<file path="src/rtl/wb_pkg.sv">
// Shared definitions for the writeback skid stage: load-type encoding,
// byte-offset width helper and raw load-type decode.
package wb_pkg;

   typedef enum logic [2:0] {
      LT_NONE = 3'd0,
      LT_LB   = 3'd1,
      LT_LH   = 3'd2,
      LT_LW   = 3'd3,
      LT_LBU  = 3'd4,
      LT_LHU  = 3'd5,
      LT_LD   = 3'd6,
      LT_ALU  = 3'd7
   } load_type_e;

   function automatic int off_w(input int xlen);
      return $clog2(xlen / 8);
   endfunction

   // A doubleword load only exists on a 64-bit datapath; elsewhere it writes nothing.
   function automatic load_type_e decode_load_type(input logic [2:0] raw, input int xlen);
      load_type_e lt;
      lt = load_type_e'(raw);
      if (lt == LT_LD && xlen != 64) lt = LT_NONE;
      return lt;
   endfunction

endpackage

</file>
<file path="src/rtl/wb_stage_skid_if.sv">
// Handshake and data bundle between the memory stage, the writeback skid
// stage and the register file.
interface wb_stage_skid_if #(
   parameter int XLEN = 32,
   parameter int RD_W = 5
);
   logic            in_valid;
   logic            in_ready;
   logic [XLEN-1:0] alu_out_m;
   logic [XLEN-1:0] ram_data_m;
   logic [XLEN-1:0] result_m;
   logic [RD_W-1:0] rd_m;
   logic [2:0]      reg_write_m;
   logic            mem_to_reg_m;
   logic            out_valid;
   logic            out_ready;
   logic [XLEN-1:0] wdata_w;
   logic [RD_W-1:0] rd_w;
   logic            we_w;
   logic            misalign_w;

   modport slave (
      input  in_valid, alu_out_m, ram_data_m, result_m, rd_m, reg_write_m, mem_to_reg_m,
      input  out_ready,
      output in_ready, out_valid, wdata_w, rd_w, we_w, misalign_w
   );

   modport master (
      output in_valid, alu_out_m, ram_data_m, result_m, rd_m, reg_write_m, mem_to_reg_m,
      output out_ready,
      input  in_ready, out_valid, wdata_w, rd_w, we_w, misalign_w
   );
endinterface

</file>
<file path="src/rtl/wb_load_align.sv">
// Combinational load data alignment: picks the byte/half/word/double at the
// byte offset and sign- or zero-extends it, or passes the ALU result through.
module wb_load_align
   import wb_pkg::*;
#(
   parameter  int XLEN  = 32,
   localparam int OFF_W = off_w(XLEN)
) (
   input  logic [XLEN-1:0]  ram_data,
   input  logic [XLEN-1:0]  result,
   input  load_type_e       load_type,
   input  logic             mem_to_reg,
   input  logic [OFF_W-1:0] offset,
   output logic [XLEN-1:0]  wdata,
   output logic             misalign
);

   logic [XLEN-1:0] shifted;

   assign shifted = ram_data >> {offset, 3'b000};

   always_comb begin
      // NOTE: every output gets a default first so no path through the case infers a latch.
      wdata    = result;
      misalign = 1'b0;
      if (mem_to_reg) begin
         case (load_type)
            LT_LB:   wdata = XLEN'($signed(shifted[7:0]));
            LT_LH: begin
               wdata    = XLEN'($signed(shifted[15:0]));
               misalign = offset[0];
            end
            LT_LW: begin
               wdata    = XLEN'($signed(shifted[31:0]));
               misalign = |offset[1:0];
            end
            LT_LBU:  wdata = XLEN'(shifted[7:0]);
            LT_LHU: begin
               wdata    = XLEN'(shifted[15:0]);
               misalign = offset[0];
            end
            LT_LD: begin
               wdata    = shifted;
               misalign = |offset;
            end
            default: wdata = ram_data;
         endcase
      end
   end

endmodule

</file>
<file path="src/rtl/wb_stage_skid.sv">
// Writeback stage with a two-entry (main + skid) buffer and a registered in_ready.
// Optional alignment checking is enabled by defining WB_MISALIGN_CHK_EN.
module wb_stage_skid
   import wb_pkg::*;
#(
   parameter int XLEN = 32,
   parameter int RD_W = 5
) (
   input  logic                  clk,
   input  logic                  rst,
   input  logic                  clear,
   wb_stage_skid_if.slave        bus
);

   localparam int OFF_W = off_w(XLEN);

   typedef struct packed {
      logic [XLEN-1:0]  ram_data;
      logic [XLEN-1:0]  result;
      logic [RD_W-1:0]  rd;
      load_type_e       load_type;
      logic             mem_to_reg;
      logic [OFF_W-1:0] offset;
   } entry_t;

   entry_t main_q, main_d, skid_q, skid_d, in_entry;
   logic   main_valid_q, main_valid_d;
   logic   skid_valid_q, skid_valid_d;
   logic   in_ready_q, in_ready_d;
   logic   up_fire, dn_fire;
   logic   mis_raw;

   // Only the byte offset of the address is kept per entry.
   logic [XLEN-OFF_W-1:0] unused_alu_hi;
   assign unused_alu_hi = bus.alu_out_m[XLEN-1:OFF_W];

   assign up_fire = bus.in_valid && in_ready_q;
   assign dn_fire = main_valid_q && bus.out_ready;

   always_comb begin
      in_entry.ram_data   = bus.ram_data_m;
      in_entry.result     = bus.result_m;
      in_entry.rd         = bus.rd_m;
      in_entry.load_type  = decode_load_type(bus.reg_write_m, XLEN);
      in_entry.mem_to_reg = bus.mem_to_reg_m;
      in_entry.offset     = bus.alu_out_m[OFF_W-1:0];
   end

   always_comb begin
      main_d       = main_q;
      skid_d       = skid_q;
      main_valid_d = main_valid_q;
      skid_valid_d = skid_valid_q;
      if (clear) begin
         main_valid_d = 1'b0;
         skid_valid_d = 1'b0;
      end else if (!main_valid_q || dn_fire) begin
         if (skid_valid_q) begin
            main_d       = skid_q;
            main_valid_d = 1'b1;
            skid_valid_d = up_fire;
            if (up_fire) skid_d = in_entry;
         end else begin
            main_valid_d = up_fire;
            if (up_fire) main_d = in_entry;
         end
      end else if (up_fire) begin
         skid_d       = in_entry;
         skid_valid_d = 1'b1;
      end
      in_ready_d = !skid_valid_d;
   end

   // NOTE: non-blocking assignments here so every flop samples pre-edge values.
   always_ff @(posedge clk or posedge rst) begin
      if (rst) begin
         main_q       <= '0;
         skid_q       <= '0;
         main_valid_q <= 1'b0;
         skid_valid_q <= 1'b0;
         in_ready_q   <= 1'b0;
      end else begin
         main_q       <= main_d;
         skid_q       <= skid_d;
         main_valid_q <= main_valid_d;
         skid_valid_q <= skid_valid_d;
         in_ready_q   <= in_ready_d;
      end
   end

   wb_load_align #(.XLEN(XLEN)) u_align (
      .ram_data   (main_q.ram_data),
      .result     (main_q.result),
      .load_type  (main_q.load_type),
      .mem_to_reg (main_q.mem_to_reg),
      .offset     (main_q.offset),
      .wdata      (bus.wdata_w),
      .misalign   (mis_raw)
   );

`ifdef WB_MISALIGN_CHK_EN
   assign bus.misalign_w = main_valid_q && mis_raw;
`else
   logic unused_mis;
   assign unused_mis     = mis_raw;
   assign bus.misalign_w = 1'b0;
`endif

   assign bus.in_ready  = in_ready_q;
   assign bus.out_valid = main_valid_q;
   assign bus.rd_w      = main_q.rd;
   assign bus.we_w      = main_valid_q && (main_q.load_type != LT_NONE)
                          && (main_q.rd != '0) && !bus.misalign_w;

endmodule

</file>
<file path="src/flat_wrapper.sv">
// flat-port wrapper written by rule: the top's interface ports become plain ports
module wb_stage_skid_flat import wb_pkg::*;
#(
   parameter int XLEN = 32,
   parameter int RD_W = 5
)
  (clk, rst, clear, bus_in_valid, bus_alu_out_m, bus_ram_data_m, bus_result_m, bus_rd_m, bus_reg_write_m, bus_mem_to_reg_m, bus_out_ready, bus_in_ready, bus_out_valid, bus_wdata_w, bus_rd_w, bus_we_w, bus_misalign_w);
  wb_stage_skid_if #(.XLEN(XLEN), .RD_W(RD_W)) bus_i ();
  input  logic clk;
  input  logic rst;
  input  logic clear;
  input wire logic [$bits(bus_i.in_valid)-1:0] bus_in_valid;
  input wire logic [$bits(bus_i.alu_out_m)-1:0] bus_alu_out_m;
  input wire logic [$bits(bus_i.ram_data_m)-1:0] bus_ram_data_m;
  input wire logic [$bits(bus_i.result_m)-1:0] bus_result_m;
  input wire logic [$bits(bus_i.rd_m)-1:0] bus_rd_m;
  input wire logic [$bits(bus_i.reg_write_m)-1:0] bus_reg_write_m;
  input wire logic [$bits(bus_i.mem_to_reg_m)-1:0] bus_mem_to_reg_m;
  input wire logic [$bits(bus_i.out_ready)-1:0] bus_out_ready;
  output wire logic [$bits(bus_i.in_ready)-1:0] bus_in_ready;
  output wire logic [$bits(bus_i.out_valid)-1:0] bus_out_valid;
  output wire logic [$bits(bus_i.wdata_w)-1:0] bus_wdata_w;
  output wire logic [$bits(bus_i.rd_w)-1:0] bus_rd_w;
  output wire logic [$bits(bus_i.we_w)-1:0] bus_we_w;
  output wire logic [$bits(bus_i.misalign_w)-1:0] bus_misalign_w;
  assign bus_i.in_valid = bus_in_valid;
  assign bus_i.alu_out_m = bus_alu_out_m;
  assign bus_i.ram_data_m = bus_ram_data_m;
  assign bus_i.result_m = bus_result_m;
  assign bus_i.rd_m = bus_rd_m;
  assign bus_i.reg_write_m = bus_reg_write_m;
  assign bus_i.mem_to_reg_m = bus_mem_to_reg_m;
  assign bus_i.out_ready = bus_out_ready;
  assign bus_in_ready = bus_i.in_ready;
  assign bus_out_valid = bus_i.out_valid;
  assign bus_wdata_w = bus_i.wdata_w;
  assign bus_rd_w = bus_i.rd_w;
  assign bus_we_w = bus_i.we_w;
  assign bus_misalign_w = bus_i.misalign_w;
  wb_stage_skid #(.XLEN(XLEN), .RD_W(RD_W)) u_core (.clk(clk), .rst(rst), .clear(clear), .bus(bus_i));
endmodule
</file>
<file path="config.mk">
export PLATFORM = sky130hd
export DESIGN_NAME = wb_stage_skid_flat
export DESIGN_NICKNAME = d
export VERILOG_FILES = /design/src/rtl/wb_pkg.sv /design/src/rtl/wb_stage_skid_if.sv /design/src/rtl/wb_load_align.sv /design/src/rtl/wb_stage_skid.sv /design/src/flat_wrapper.sv
export SDC_FILE = /design/constraint.sdc
export NUM_CORES = 1
export LEC_CHECK = 0
export BUFFER_PORTS_ARGS = -buffer_cell sky130_fd_sc_hd__buf_4
export CORE_UTILIZATION = 45
export DETAILED_ROUTE_END_ITERATION = 6
export PLACE_DENSITY = 0.64
export SLEW_MARGIN = 20
export SYNTH_ARGS = -nofsm -noshare
export SYNTH_HDL_FRONTEND = slang
export SYNTH_SLANG_ARGS = --single-unit
</file>
<file path="constraint.sdc">
create_clock -name clk -period 12.31 [get_ports clk]
set_clock_uncertainty 0.05 [all_clocks]
set_input_delay 2.462 -clock clk [delete_from_list [all_inputs] [get_ports clk]]
set_output_delay 2.462 -clock clk [all_outputs]
set_load 0.05 [all_outputs]
</file>
==> results.md <==
- Status: completed
- Vias in the first global route: about 5.7k
- Top cells by area, synth: dfrtp_1 49%, mux2_2 13%, mux2i_1 13%
- Placed Area: between 8000 and 9000 um^2
- Fill cell count: around 1.5k
- EDFF count, synth: 0
- Crit-path max FO: 30
- Worst Path Required: ~9.8 ns
- Unique cell type count in the Yosys netlist: 45
- Vias: about 5.6k
- Core area: 16760 um^2
- Remaining DRCs: 0
- Fraction of registers with async set/reset: 1.000
- Inserted Diodes: 0
- Slowest cell on the critical path: mux2i_1
- Met1 usage: 0.2991
- Met2 GRT Util: 0.3487
- Max_slew headroom: 0.4599
- Starting density of the core: 0.4643
- PortBufs: ~120
- Most used cell, CP: buf_4
- Worst-path cell chain: buf_4 -> mux2i_1 -> a22oi_2 -> a31oi_2 -> a221oi_1 -> buf_4
- Routed Antenna Nets: 0
- Slew Limit Fails: 0
- Post-CTS resize count: 0
- Row count: 47
- Die X: roughly 130 um
- Die Y: 133.5 um
- Top cell type by total area after synthesis: dfrtp_1
- PD cells: a little over 200 nW/um^2
- Fin Hold WS: around 0.45 ns
- Crit-path max cell delay: 0.57 ns
- CTS sink count: around 150
- Synth Instances: 713
- Initial antenna violation count: 0
- Post-Syn Area: slightly below 8000 um^2
- Fmax: 0.1839 GHz
- RePlAce Congestion: 0.8796
- First-pass GRT wire length: ~30 mm
- Startpoint types: register
- Synthesized area per cell: between 10 and 15 um^2
- #FFs+latches synth: roughly 150
- Synth Warn #: 0
- CTS root buf: clkbuf_16
- TritonCTS buffer count: 17
- Congestion Overflow GR: 0
- Area Growth Syn to Fin: 19.84%
- Setup repair bufs after CTS: 0
- Final Non-Filler Cells: ~1.0k
- CP Capture Type: output pin
- RSZ-0062 raised after global routing: no
- Worst slew pin tran: between 0.8 and 0.9 ns
- Clk_lat worst skew: approximately 0.43 ns
- H-tree Lvls: 4
- Synth top cells by count: 153 x dfrtp_1, 117 x nor2_1, 98 x mux2i_1
- Main synth FF type: dfrtp_1
- HPWL after DPL: ~13 mm
- Nets: 913
- 1st-iter DRT viols: between 400 and 500
- GRT Max-Usage Layer: met2
- Met3 Usage GRT: 0.05974
- Via density: between 5 and 6
- HP Class: reg2reg
- CP arrival: between 2 and 3 ns
- P_leak: 0.003965 uW
- CTS tree: yes
- Sequential-to-total area share from yosys stat: 0.4920
- Pre-antenna DRT Iters: 5
- Critical path class: reg2out
- Syn Nets: 823
- Area fraction of the dominant cell type after synthesis: 0.4920
- Layout cells sized above 1: 0.3248
- Top-count cell post-synth: dfrtp_1
- Pin count of the biggest net entering global routing: around 90
- PnR worst setup slack: 6.874 ns
- Pre-CTS setup slack: approximately 7.0 ns
- Storage element area: between 3000 and 4000 um^2
- Max Cap Viol: 0
- Worst-path clk slew: 0.06 ns
- Minimum clock period: 5.436 ns
- Period utilization: 0.4416
- WL/cell: ~18 um
- Wirelength, routed: about 19 mm
- Final hold violations: 0
- I/O Pins: roughly 150
- Die footprint: 17820 um^2
- Final Instance Area: between 9000 and 10000 um^2
- Placed insts: 1003
- Hold_buf cts: 0
- Setup_tns: 0 ns
- Highest ir drop seen on vdd: about 0.00012 V
- GRT Util Overall: 0.2212
- Clock Path Buffers: 2
- Multi-input gate area: roughly 3600 um^2
- # setup viols final: 0
cell families (layout without fill, tap and decap cells):
kind of cell | after synthesis | in the layout | synth area share
AO/OA/AOI/OAI | 131 | 131 | 0.1066
XOR/XNOR | 2 | 2 | 0.002252
adder cells (fa/ha/maj) | 2 | 2 | 0.002573
buffers and inverters | 70 | 173 | 0.04760
flip-flops | 153 | 153 | 0.4920
multiplexers | 187 | 187 | 0.2549
other | 1 | 1 | 0.0004819
AND/OR/NAND/NOR | 167 | 167 | 0.09359
sequential cells by signal, summed over array words and instances (netlist names):
register / flops
u_core.main_q: 70
u_core.bus.rd_w: 5
u_core.skid_valid_q: 1
u_core.bus.in_ready: 1
u_core.bus.out_valid: 1
u_core.skid_q: 75
where the power goes:
group	leakage, uW	total, uW	internal (uW)	switching (uW)
registers	0.00177	717	624	92.4
logic	0.00191	642	249	393
clock network	0.000289	537	319	218
worst max-delay path: cells and delay by family, from the launching register on:
kind | cells | cell delay, ns
flops | 1 | 0.33
compound gates | 3 | 0.97
mux | 1 | 0.57
buf+inv | 2 | 0.60
cells in the final DEF, fill, tap and decap left out, drive strengths merged, types with 4 or more instances in the layout:
cell type    n
a21oi       82
a221oi      16
a22oi        9
buf        127
clkbuf      17
clkinv       7
dfrtp      153
inv         16
mux2        89
mux2i       98
nand2       28
nor2       118
nor3         5
o21ai        4
o22ai        7
stage by stage:
stage | util | power (uW)
after floorplan | - | 1178
after global placement | 0.5195 | 1346
after detailed placement | 0.5195 | 1369
after CTS | 0.5554 | 1909
after global routing | 0.5564 | 1992
final | 0.5564 | 1895
per-layer routing:
layer  share of wire  wire length, um
met3           0.056             1052
met4           0.014              269
met1            0.46             8489
met5               0                0
met2            0.47             8829
area by class of cell:
class / instances / share of cell area
clock buffer: 17 / 0.04562
clock inverter: 15 / 0.01892
multi-input combinational: 490 / 0.3855
inverter: 14 / 0.006172
timing repair buffer: 127 / 0.1030
tap: 220 / 0.02952
sequential: 153 / 0.4112
final timing paths:
check | start | to | slack (ns) | cells after the start
max | u_core.main_q[1] | bus_wdata_w[8] | 6.87 | 6
min | u_core.skid_q[11] | u_core.skid_q[11] | 0.45 | 1
max reg2reg | u_core.skid_valid_q | u_core.main_q[5] | 9.30 | 6
min reg2reg | u_core.skid_q[11] | u_core.skid_q[11] | 0.45 | 1
max in group asynchronous | rst | u_core.main_q[47] | 8.92 | 3
min in group asynchronous | rst | u_core.skid_q[22] | 2.06 | 2
Power figures use the tool's default switching activity.
